File: src/rtl/semaforo_pkg.sv
// Shared encodings and default timing for the traffic-light event generator.
// Lamp codes match the light FSM; monitor states reuse them plus a fault code.
package semaforo_pkg;

   localparam logic [1:0] S_GRN = 2'b00;
   localparam logic [1:0] S_YLW = 2'b01;
   localparam logic [1:0] S_RED = 2'b10;

   localparam logic [1:0] M_GRN   = S_GRN;
   localparam logic [1:0] M_YLW   = S_YLW;
   localparam logic [1:0] M_RED   = S_RED;
   localparam logic [1:0] M_FAULT = 2'b11;

   localparam int DEF_DEB_CYCLES = 4;
   localparam int DEF_MIN_GRN    = 8;
   localparam int DEF_RED_CYCLES = 10;
   localparam int DEF_CNT_W      = 8;

   typedef struct packed {
      logic grn;
      logic ylw;
      logic red;
   } lamps_t;

   // Any pattern that is not exactly one lamp classifies as a fault.
   function automatic logic [1:0] lamp_class(lamps_t l);
      case ({l.grn, l.ylw, l.red})
         3'b100:  lamp_class = M_GRN;
         3'b010:  lamp_class = M_YLW;
         3'b001:  lamp_class = M_RED;
         default: lamp_class = M_FAULT;
      endcase
   endfunction

endpackage

File: src/rtl/semaforo_event_gen_if.sv
// Signals exchanged between the event generator and the traffic-light FSM side.
interface semaforo_event_gen_if;
   logic car_raw;
   logic GRN;
   logic YLW;
   logic RED;
   logic CAR;
   logic TIMEOUT;
   logic FAULT;

   modport slave (
      input  car_raw, GRN, YLW, RED,
      output CAR, TIMEOUT, FAULT
   );

   modport master (
      output car_raw, GRN, YLW, RED,
      input  CAR, TIMEOUT, FAULT
   );
endinterface

File: src/rtl/debounce_sync.sv
// Two-flop synchronizer followed by a debouncer: the output flips only after
// DEB_CYCLES consecutive synchronized samples disagree with it.
module debounce_sync #(
   parameter int DEB_CYCLES = 4,
   parameter int CNT_W      = 8
) (
   input  logic clk,
   input  logic res,
   input  logic din,
   output logic dout
);

   logic             r_s1;
   logic             r_s2;
   logic             r_db_state;
   logic [CNT_W-1:0] r_deb_cnt;

   always_ff @(posedge clk) begin
      if (!res) begin
         r_s1       <= 1'b0;
         r_s2       <= 1'b0;
         r_db_state <= 1'b0;
         r_deb_cnt  <= '0;
      end else begin
         r_s1 <= din;
         r_s2 <= r_s1;
         if (r_s2 != r_db_state) begin
            if (r_deb_cnt == CNT_W'(DEB_CYCLES - 1)) begin
               r_db_state <= ~r_db_state;
               r_deb_cnt  <= '0;
            end else begin
               r_deb_cnt <= r_deb_cnt + 1'b1;
            end
         end else begin
            r_deb_cnt <= '0;
         end
      end
   end

   assign dout = r_db_state;

endmodule

File: src/rtl/semaforo_event_gen.sv
// Drives CAR/TIMEOUT into the traffic-light FSM and flags lamp patterns
// that are not one-hot.
module semaforo_event_gen
   import semaforo_pkg::*;
#(
   parameter int DEB_CYCLES = DEF_DEB_CYCLES,
   parameter int MIN_GRN    = DEF_MIN_GRN,
   parameter int RED_CYCLES = DEF_RED_CYCLES,
   parameter int CNT_W      = DEF_CNT_W
) (
   input  logic                 clk,
   input  logic                 res,
   semaforo_event_gen_if.slave  bus
);

   logic             w_db_state;
   lamps_t           w_lamps;
   logic [1:0]       w_lamp_cls;
   logic             w_onehot;
   logic             w_grn1h;
   logic             w_red1h;
   logic [1:0]       w_mstate_next;

   logic             r_db_prev;
   logic             r_car_req;
   logic [1:0]       r_mstate;
   logic [CNT_W-1:0] r_grn_cnt;
   logic [CNT_W-1:0] r_red_cnt;
   logic             r_car;
   logic             r_timeout;
   logic             r_fault;

   debounce_sync #(
      .DEB_CYCLES (DEB_CYCLES),
      .CNT_W      (CNT_W)
   ) u_deb (
      .clk  (clk),
      .res  (res),
      .din  (bus.car_raw),
      .dout (w_db_state)
   );

   assign w_lamps    = '{grn: bus.GRN, ylw: bus.YLW, red: bus.RED};
   assign w_lamp_cls = lamp_class(w_lamps);
   assign w_onehot   = (w_lamp_cls != M_FAULT);
   assign w_grn1h    = (w_lamp_cls == M_GRN);
   assign w_red1h    = (w_lamp_cls == M_RED);

   // Fault is sticky until a clean green is seen.
   always_comb begin
      w_mstate_next = w_lamp_cls;
      if (!w_grn1h && r_mstate == M_FAULT)
         w_mstate_next = M_FAULT;
   end

   always_ff @(posedge clk) begin
      if (!res) begin
         r_db_prev <= 1'b0;
         r_car_req <= 1'b0;
         r_mstate  <= M_GRN;
         r_grn_cnt <= '0;
         r_red_cnt <= '0;
         r_car     <= 1'b0;
         r_timeout <= 1'b0;
         r_fault   <= 1'b0;
      end else begin
         r_db_prev <= w_db_state;
         r_mstate  <= w_mstate_next;

         if (bus.YLW)
            r_car_req <= 1'b0;
         else if (w_db_state && !r_db_prev)
            r_car_req <= 1'b1;

         if (!w_grn1h)
            r_grn_cnt <= '0;
         else if (w_mstate_next == M_GRN && r_grn_cnt < CNT_W'(MIN_GRN))
            r_grn_cnt <= r_grn_cnt + 1'b1;

         if (!w_red1h)
            r_red_cnt <= '0;
         else if (r_red_cnt < CNT_W'(RED_CYCLES))
            r_red_cnt <= r_red_cnt + 1'b1;

         r_car     <= r_car_req & w_grn1h & (r_grn_cnt >= CNT_W'(MIN_GRN));
         r_timeout <= w_red1h & (r_red_cnt >= CNT_W'(RED_CYCLES - 1));
         r_fault   <= ~w_onehot;
      end
   end

   assign bus.CAR     = r_car;
   assign bus.TIMEOUT = r_timeout;
   assign bus.FAULT   = r_fault;

endmodule

File: src/flat_wrapper.sv
// flat-port wrapper written by rule: the top's interface ports become plain ports
module semaforo_event_gen_flat import semaforo_pkg::*;
#(
   parameter int DEB_CYCLES = DEF_DEB_CYCLES,
   parameter int MIN_GRN    = DEF_MIN_GRN,
   parameter int RED_CYCLES = DEF_RED_CYCLES,
   parameter int CNT_W      = DEF_CNT_W
)
  (clk, res, bus_car_raw, bus_GRN, bus_YLW, bus_RED, bus_CAR, bus_TIMEOUT, bus_FAULT);
  semaforo_event_gen_if bus_i ();
  input  logic clk;
  input  logic res;
  input wire logic [$bits(bus_i.car_raw)-1:0] bus_car_raw;
  input wire logic [$bits(bus_i.GRN)-1:0] bus_GRN;
  input wire logic [$bits(bus_i.YLW)-1:0] bus_YLW;
  input wire logic [$bits(bus_i.RED)-1:0] bus_RED;
  output wire logic [$bits(bus_i.CAR)-1:0] bus_CAR;
  output wire logic [$bits(bus_i.TIMEOUT)-1:0] bus_TIMEOUT;
  output wire logic [$bits(bus_i.FAULT)-1:0] bus_FAULT;
  assign bus_i.car_raw = bus_car_raw;
  assign bus_i.GRN = bus_GRN;
  assign bus_i.YLW = bus_YLW;
  assign bus_i.RED = bus_RED;
  assign bus_CAR = bus_i.CAR;
  assign bus_TIMEOUT = bus_i.TIMEOUT;
  assign bus_FAULT = bus_i.FAULT;
  semaforo_event_gen #(.DEB_CYCLES(DEB_CYCLES), .MIN_GRN(MIN_GRN), .RED_CYCLES(RED_CYCLES), .CNT_W(CNT_W)) u_core (.clk(clk), .res(res), .bus(bus_i));
endmodule
File: config.mk
export PLATFORM = sky130hd
export DESIGN_NAME = semaforo_event_gen_flat
export DESIGN_NICKNAME = d
export VERILOG_FILES = /design/src/rtl/semaforo_pkg.sv /design/src/rtl/semaforo_event_gen_if.sv /design/src/rtl/debounce_sync.sv /design/src/rtl/semaforo_event_gen.sv /design/src/flat_wrapper.sv
export SDC_FILE = /design/constraint.sdc
export NUM_CORES = 1
export LEC_CHECK = 0
export ABC_AREA = 1
export CAP_MARGIN = 25
export CORE_MARGIN = 5
export CORE_UTILIZATION = 50
export CTS_CLUSTER_SIZE = 10
export DETAILED_ROUTE_END_ITERATION = 16
export PLACE_DENSITY = 0.69
export RECOVER_POWER = 50
export REMOVE_ABC_BUFFERS = 1
export SLEW_MARGIN = 20
export SYNTH_ARGS = -nofsm -noshare
export SYNTH_HDL_FRONTEND = slang
export SYNTH_SLANG_ARGS = --single-unit
export TNS_END_PERCENT = 10
File: constraint.sdc
create_clock -name clk -period 2.73 [get_ports clk]
set_input_delay 0.546 -clock clk [delete_from_list [all_inputs] [get_ports clk]]
set_output_delay 0.546 -clock clk [all_outputs]
set_load 0.03 [all_outputs]
==> impl_metrics.json <==
{
  "status": "complete, no violations",
  "cp_num_buf_inv": 1,
  "dieArea_mm2": 0.00393,
  "ys.flop_type": "dfxtp_1",
  "clk_pin_slew_ns": 0.11,
  "hold_start": "u_core.u_deb.r_s1",
  "holdPathStages": 2,
  "grt_setup_unrepaired": "no",
  "grt_overflow_total": 0,
  "crit_path_start_kind": "flop",
  "dpl.hpwl_mm": 1.80,
  "ys_seq_area_share_pct": 46.1,
  "switchingPower_uw": 185,
  "synth_seq_cells": 32,
  "drc": 0,
  "grt_max_degree": 12,
  "via_per_inst": 4.87,
  "regToRegEndpoint": "u_core.u_deb.r_deb_cnt[4]",
  "clkPwrFrac_pct": 41.5,
  "synth.top_cells.by_count": "inv_1 (38), nand2_1 (34), dfxtp_1 (32)",
  "crit_path_end_kind": "primary output",
  "setup_viol": 0,
  "drive_gt1_share_pct": 10.1,
  "drt_pass1_iterations": 3,
  "regArea_um2": 641,
  "fin_util_pct": 57.8,
  "period_share_pct": 68.4,
  "ant_nets": 0,
  "num-nets-final": 210,
  "grt.total_usage_pct": 13.3,
  "grt_pass1_wl_mm": 4.18,
  "relSlewSlack_pct": 74.6,
  "tritoncts": "built",
  "power.share.combinational_pct": 3.5,
  "fmax_mhz": 536,
  "hold_ws_ns": 0.430,
  "period_needed_ns": 1.87,
  "r2r_cells": 6,
  "gp_congestion": 0.782,
  "drv_cap": 0,
  "netlist_area_mm2": 0.00139,
  "p_leak_uw": 0.000655,
  "hold_viol_final": 0,
  "r2r_start": "u_core.u_deb.r_deb_cnt[0]",
  "slowest_stage": "clkdlybuf4s50_1",
  "core_area_mm2": 0.00271,
  "r2r_slack_ns": 1.47,
  "synth.most_common_cell": "inv_1",
  "htree_levels": 2,
  "p_total_uw": 859,
  "cts_root_buf": "clkbuf_4",
  "cts_made_buffers": 5,
  "crit_required_ns": 2.18,
  "hold_class": "flop to flop",
  "async_flop_share_pct": 0,
  "clk_latency_ns": 0.33,
  "intPower_uw": 675,
  "ys_warn_count": 0,
  "arrival_ns": 1.32,
  "drt_iter0_drc": 46,
  "syn_avg_cell_area_um2": 7.60,
  "synth.top_cell.area_share_pct": 46.1,
  "hold-path-endpoint": "u_core.u_deb.r_s2",
  "wl_per_cell_um": 10.1,
  "swShare_pct": 21.5,
  "cts.sinks": 32,
  "grt_antenna_before_repair": 0,
  "powerDensity_mw_per_mm2": 549,
  "die_h_um": 62.7,
  "peakVddDrop_uv": 517,
  "critPathKind": "flop to primary output",
  "skew_ns": 0.00636,
  "cts.hold.buffers_added": 0,
  "yosysTopAreaCell": "dfxtp_1",
  "worstPathCellList": "clkdlybuf4s50_1",
  "syn_to_final_growth_pct": 12.7,
  "synth.area.top_cells": "dfxtp_1 (46%), inv_1 (10%), nand2_1 (9.2%), nor2_1 (7.0%), ha_1 (5.4%)",
  "maxSlewViolCount": 0,
  "synth_edf_count": 0,
  "multi_input_area_um2": 577,
  "cts.path.max_buffers": 2,
  "max_stage_delay_ns": 0.66,
  "path_max_fanout": 1,
  "diodes": 0,
  "vias": 1120,
  "first_global_vias": 1056,
  "critPathTopFamily": "buffers and inverters",
  "wirelength_mm": 2.33,
  "worst_slew_pin_slew_ns": 0.379,
  "sequentialPowerShare_pct": 55.0,
  "die_x_um": 62.7,
  "port_buffers": 8,
  "postSynthCellCount": 183,
  "startpoint": "u_core.bus.FAULT",
  "top_level_ports": 9,
  "cts_resized": 0,
  "ys_types": 22,
  "initial_core_util_pct": 51.3,
  "post-cts-setup-buffers": 0,
  "tns_ns": 0,
  "nFillCells": 259,
  "rows": 19
}
-- sequential cells by signal, summed over array words and instances, names as in the netlist --
signal	cells
u_core.u_deb.r_s2	1
u_core.bus.TIMEOUT	1
u_core.r_grn_cnt	8
u_core.bus.CAR	1
u_core.u_deb.r_deb_cnt	8
u_core.r_red_cnt	8
u_core.u_deb.r_s1	1
u_core.r_db_prev	1
u_core.r_car_req	1
u_core.u_deb.dout	1
u_core.bus.FAULT	1
-- power by group through the flow --
stage | Combinational, uW | Sequential (uW) | Clock [uW]
final | 29.7 | 473 | 357
after global routing | 33.4 | 474 | 394
after CTS | 33.3 | 473 | 364
after detailed placement | 33.2 | 483 | 0
after global placement | 32.7 | 483 | 0
after floorplan | 15.3 | 485 | 0
-- kinds of logic after synthesis --
| group | synth area share [%] |
|---|---|
| AO/OA/AOI/OAI | 9.45 |
| adder cells (fa/ha/maj) | 5.40 |
| AND/OR/NAND/NOR | 27.6 |
| buffers and inverters | 10.8 |
| flip-flops | 46.1 |
| XOR/XNOR | 0.630 |
-- metal layers --
metal | up-vias | track usage [%] | share of wire [%]
li1 | 587 | - | -
met5 | - | 0 | 0
met4 | 0 | 7.16 | 1.7
met2 | 13 | 23.6 | 51
met1 | 515 | 13.7 | 44
met3 | 5 | 4.32 | 3.3
-- layout make-up --
cell class,instances,share of cell area [%]
clock inverters,3,2.72
inverters,40,9.58
repair buffers,8,5.11
clock buffers,5,2.40
multi-input cells,111,36.8
well taps,31,2.48
flip-flops and latches,32,40.9
-- stage by stage --
step                      cells  instance area, um2  setup slack, ns
after floorplan             183                1390             1.63
after global placement      222                1510             1.01
after detailed placement    222                1510            0.987
after CTS                   230                1590            0.847
after global routing        230                1570            0.799
final                       230                1570            0.864
-- cells in the final DEF (no fill, tap or decap), types with 4 or more instances in the layout --
cell type        Yosys  layout
nand4_1              3       4
clkbuf_4             0       5
clkdlybuf4s50_1      0       7
inv_1               38      40
nand2_1             34      34
a21oi_1              9       9
nor2_1              26      27
nand3_1              8       8
ha_1                 6       6
dfxtp_1             32      32
a21oi_2              5       5
-- worst max-delay path by stage --
stage,end,slack (ns),cells after the start
floorplan,u_core.u_deb.r_deb_cnt[4],1.63,6
global placement,u_core.bus.FAULT,1.01,5
detailed placement,u_core.u_deb.r_deb_cnt[3],0.99,5
CTS,bus_CAR,0.85,1
global route,bus_FAULT,0.80,1
finish,bus_FAULT,0.86,1
Note: power is estimated with default switching activity, not from simulation.
==> RTL edit, RTL diff (config.mk and constraints unchanged) <==
Change the package constant `DEF_CNT_W` from 8 to 7.
--- a/src/rtl/semaforo_pkg.sv
+++ b/src/rtl/semaforo_pkg.sv
@@ -14,7 +14,7 @@
    localparam int DEF_DEB_CYCLES = 4;
    localparam int DEF_MIN_GRN    = 8;
    localparam int DEF_RED_CYCLES = 10;
-   localparam int DEF_CNT_W      = 8;
+   localparam int DEF_CNT_W      = 7;
 
    typedef struct packed {
       logic grn;
Behaviour: no difference found for any inputs over 10 cycles, from zero or initial values; that may be too few to reach the edited logic, so the function may still have changed.
==> RTL edit against the unedited design <==
First-iteration DRC count shrank 20%; design area shrank 10%; core utilization grew 0.068 points; worst setup slack gained 23 ps; global-route usage grew 1.3 points; wire length shrank 14%; register-to-register slack lost 70 ps; power shrank 17%; combinational power grew 2%; sequential power shrank 9.3%; sequential cell count shrank 3; clock power shrank 29%; synthesized area shrank 9.9%; cell count shrank 8.7%.
==> RTL edit: results (changes against the unedited design) <==
| Metric | Value |
|---|---|
| Warnings from Yosys | 0 (unchanged) |
| Routed len/inst | 9.557 µm (-5.6%) |
| VDD IR max | 0.3709 mV (-28%) |
| Leakage | 0.0005817 µW (-11%) |
| Largest net degree at the start of global routing | 9 (-3) |
| Post-CTS setup buffers | 0 (unchanged) |
| CP max FO | 1 (unchanged) |
| Largest registers | u_core.r_grn_cnt x7, u_core.r_red_cnt x7, u_core.u_deb.r_deb_cnt x7 |
| Clock Latency Late Sink | 320 ps |
| Arrival time worst endpoint | 1300 ps (-20 ps) |
| Pre-CTS WS | 1004 ps (+17.44 ps) |
| Clock transition at the registers of the reported paths | 80 ps (-30 ps) |
| IO Port Bufs | 8 (unchanged) |
| Max clock buf depth | 2 (unchanged) |
| Period utilisation layout | 67.53% (-0.83 points) |
| Clock Skew | 5.360 ps (-0.9992 ps) |
| Fin nets | 191 (-9.0%) |
| Post-synth top cells | 32 x inv_1, 29 x dfxtp_1, 27 x nand2_1, 27 x nor2_1, 11 x nand3_1 |
| Root buffer cell | clkbuf_4 |
| Worst rel slew slack | 79.47% (+4.8 points) |
| Filler cells | 233 (-10%) |
| H-tree levels | 2 (unchanged) |
| First-pass GRT wire length | 3781 µm (-9.6%) |
| Sequential share of the synthesized area | 46.35% (+0.27 points) |
| Reg2reg start | u_core.u_deb.r_deb_cnt[0] |
| Gpl congestion | 0.8648 (+11%) |
| Number of flops mapped to enable cells by yosys | 0 (unchanged) |
| Crit-path leading delay family | buffers and inverters |
| DR iter-0 viols | 37 (-20%) |
| Critical path startpoint | u_core.bus.TIMEOUT |
| Outcome | complete, no violations |
| GRT Total Usage | 14.55% (+1.3 points) |
| Cell Pwr Density | 506.4 nW/µm² (-7.7%) |
| Resize count post-CTS | 0 (unchanged) |
| Antenna violations before repair | 0 (unchanged) |
| Post-CTS Hold Buffers | 0 (unchanged) |
| Pre-Repair DR Iteration Count | 4 (+1) |
| Routed vias | 969 (-13%) |
| Final hold slack | 428.1 ps (-1.803 ps) |
| Top FF cell, synth | dfxtp_1 |
| Crit-path slowest cell | clkdlybuf4s50_1 |
| Max incr delay on CP | 660 ps (about the same) |
| CTS Buf Count | 5 (unchanged) |
| Largest cells by area after synthesis | dfxtp_1 46%, inv_1 9.6%, nand2_1 8.1% |
| Share of cells above drive strength 1 | 8.889% (-1.2 points) |
| Placed inst area | 1370 µm² (-9.2%) |
| Synth cell types | 18 (-18%) |
| Post-DP HPWL | 1529 µm (-15%) |
| FF-to-FF setup slack | 1400 ps (-70 ps) |
## RTL edit: cell type report
class / instances / share of cell area, %
clock buffers: 7 / 3.911
inverters: 36 / 9.600
multi-input cells: 100 / 36.89
flip-flops and latches: 29 / 41.24
well taps: 30 / 2.667
repair buffers: 8 / 5.689
## RTL edit: cells by family (layout without fill, tap and decap cells)
logic type / count (synthesis) / after routing / synth area share (%)
and+or+nand+nor: 77 / 77 / 28.87
adders and majority gates: 5 / 5 / 4.995
xor gates and xnor gates: 3 / 3 / 2.098
buffers and inverters: 36 / 51 / 10.79
DFF: 29 / 29 / 46.35
AOI/OAI and AO/OA: 15 / 15 / 6.893
## RTL edit: final timing paths
kind	to	cells past startpoint
setup / recovery	bus_TIMEOUT	1
setup reg to reg	u_core.u_deb.r_deb_cnt[2]	6
hold reg to reg	u_core.u_deb.r_s2	2
hold / removal	u_core.u_deb.r_s2	2
## RTL edit: worst reg2reg max path, delay by kind of cell (launching register included)
family	cells	cell delay (ps)
simple gates	3	520
fa+ha+maj	1	190
compound gates	1	70
flops	1	390
buf+inv	1	50
## RTL edit: power breakdown
group / internal, µW / switching (µW) / total, µW / leakage, µW
combinational: 13.1 / 17.1 / 30.2 / 0.000316
sequential: 426 / 2.34 / 429 / 0.000234
clock: 121 / 133 / 254 / 0.0000314
## RTL edit: per-layer routing
metal  track usage [%]  wire (µm)
met4             10.44         68
met3             4.752         72
met5                 0          0
met1             15.06        940
met2             24.38        924
## RTL edit: per-stage QoR
stage,instances,power [µW]
after floorplan,165,455.9
final,210,712.8
after CTS,210,728.7
after global placement,203,470.1
after detailed placement,203,471.0
after global routing,210,754.5
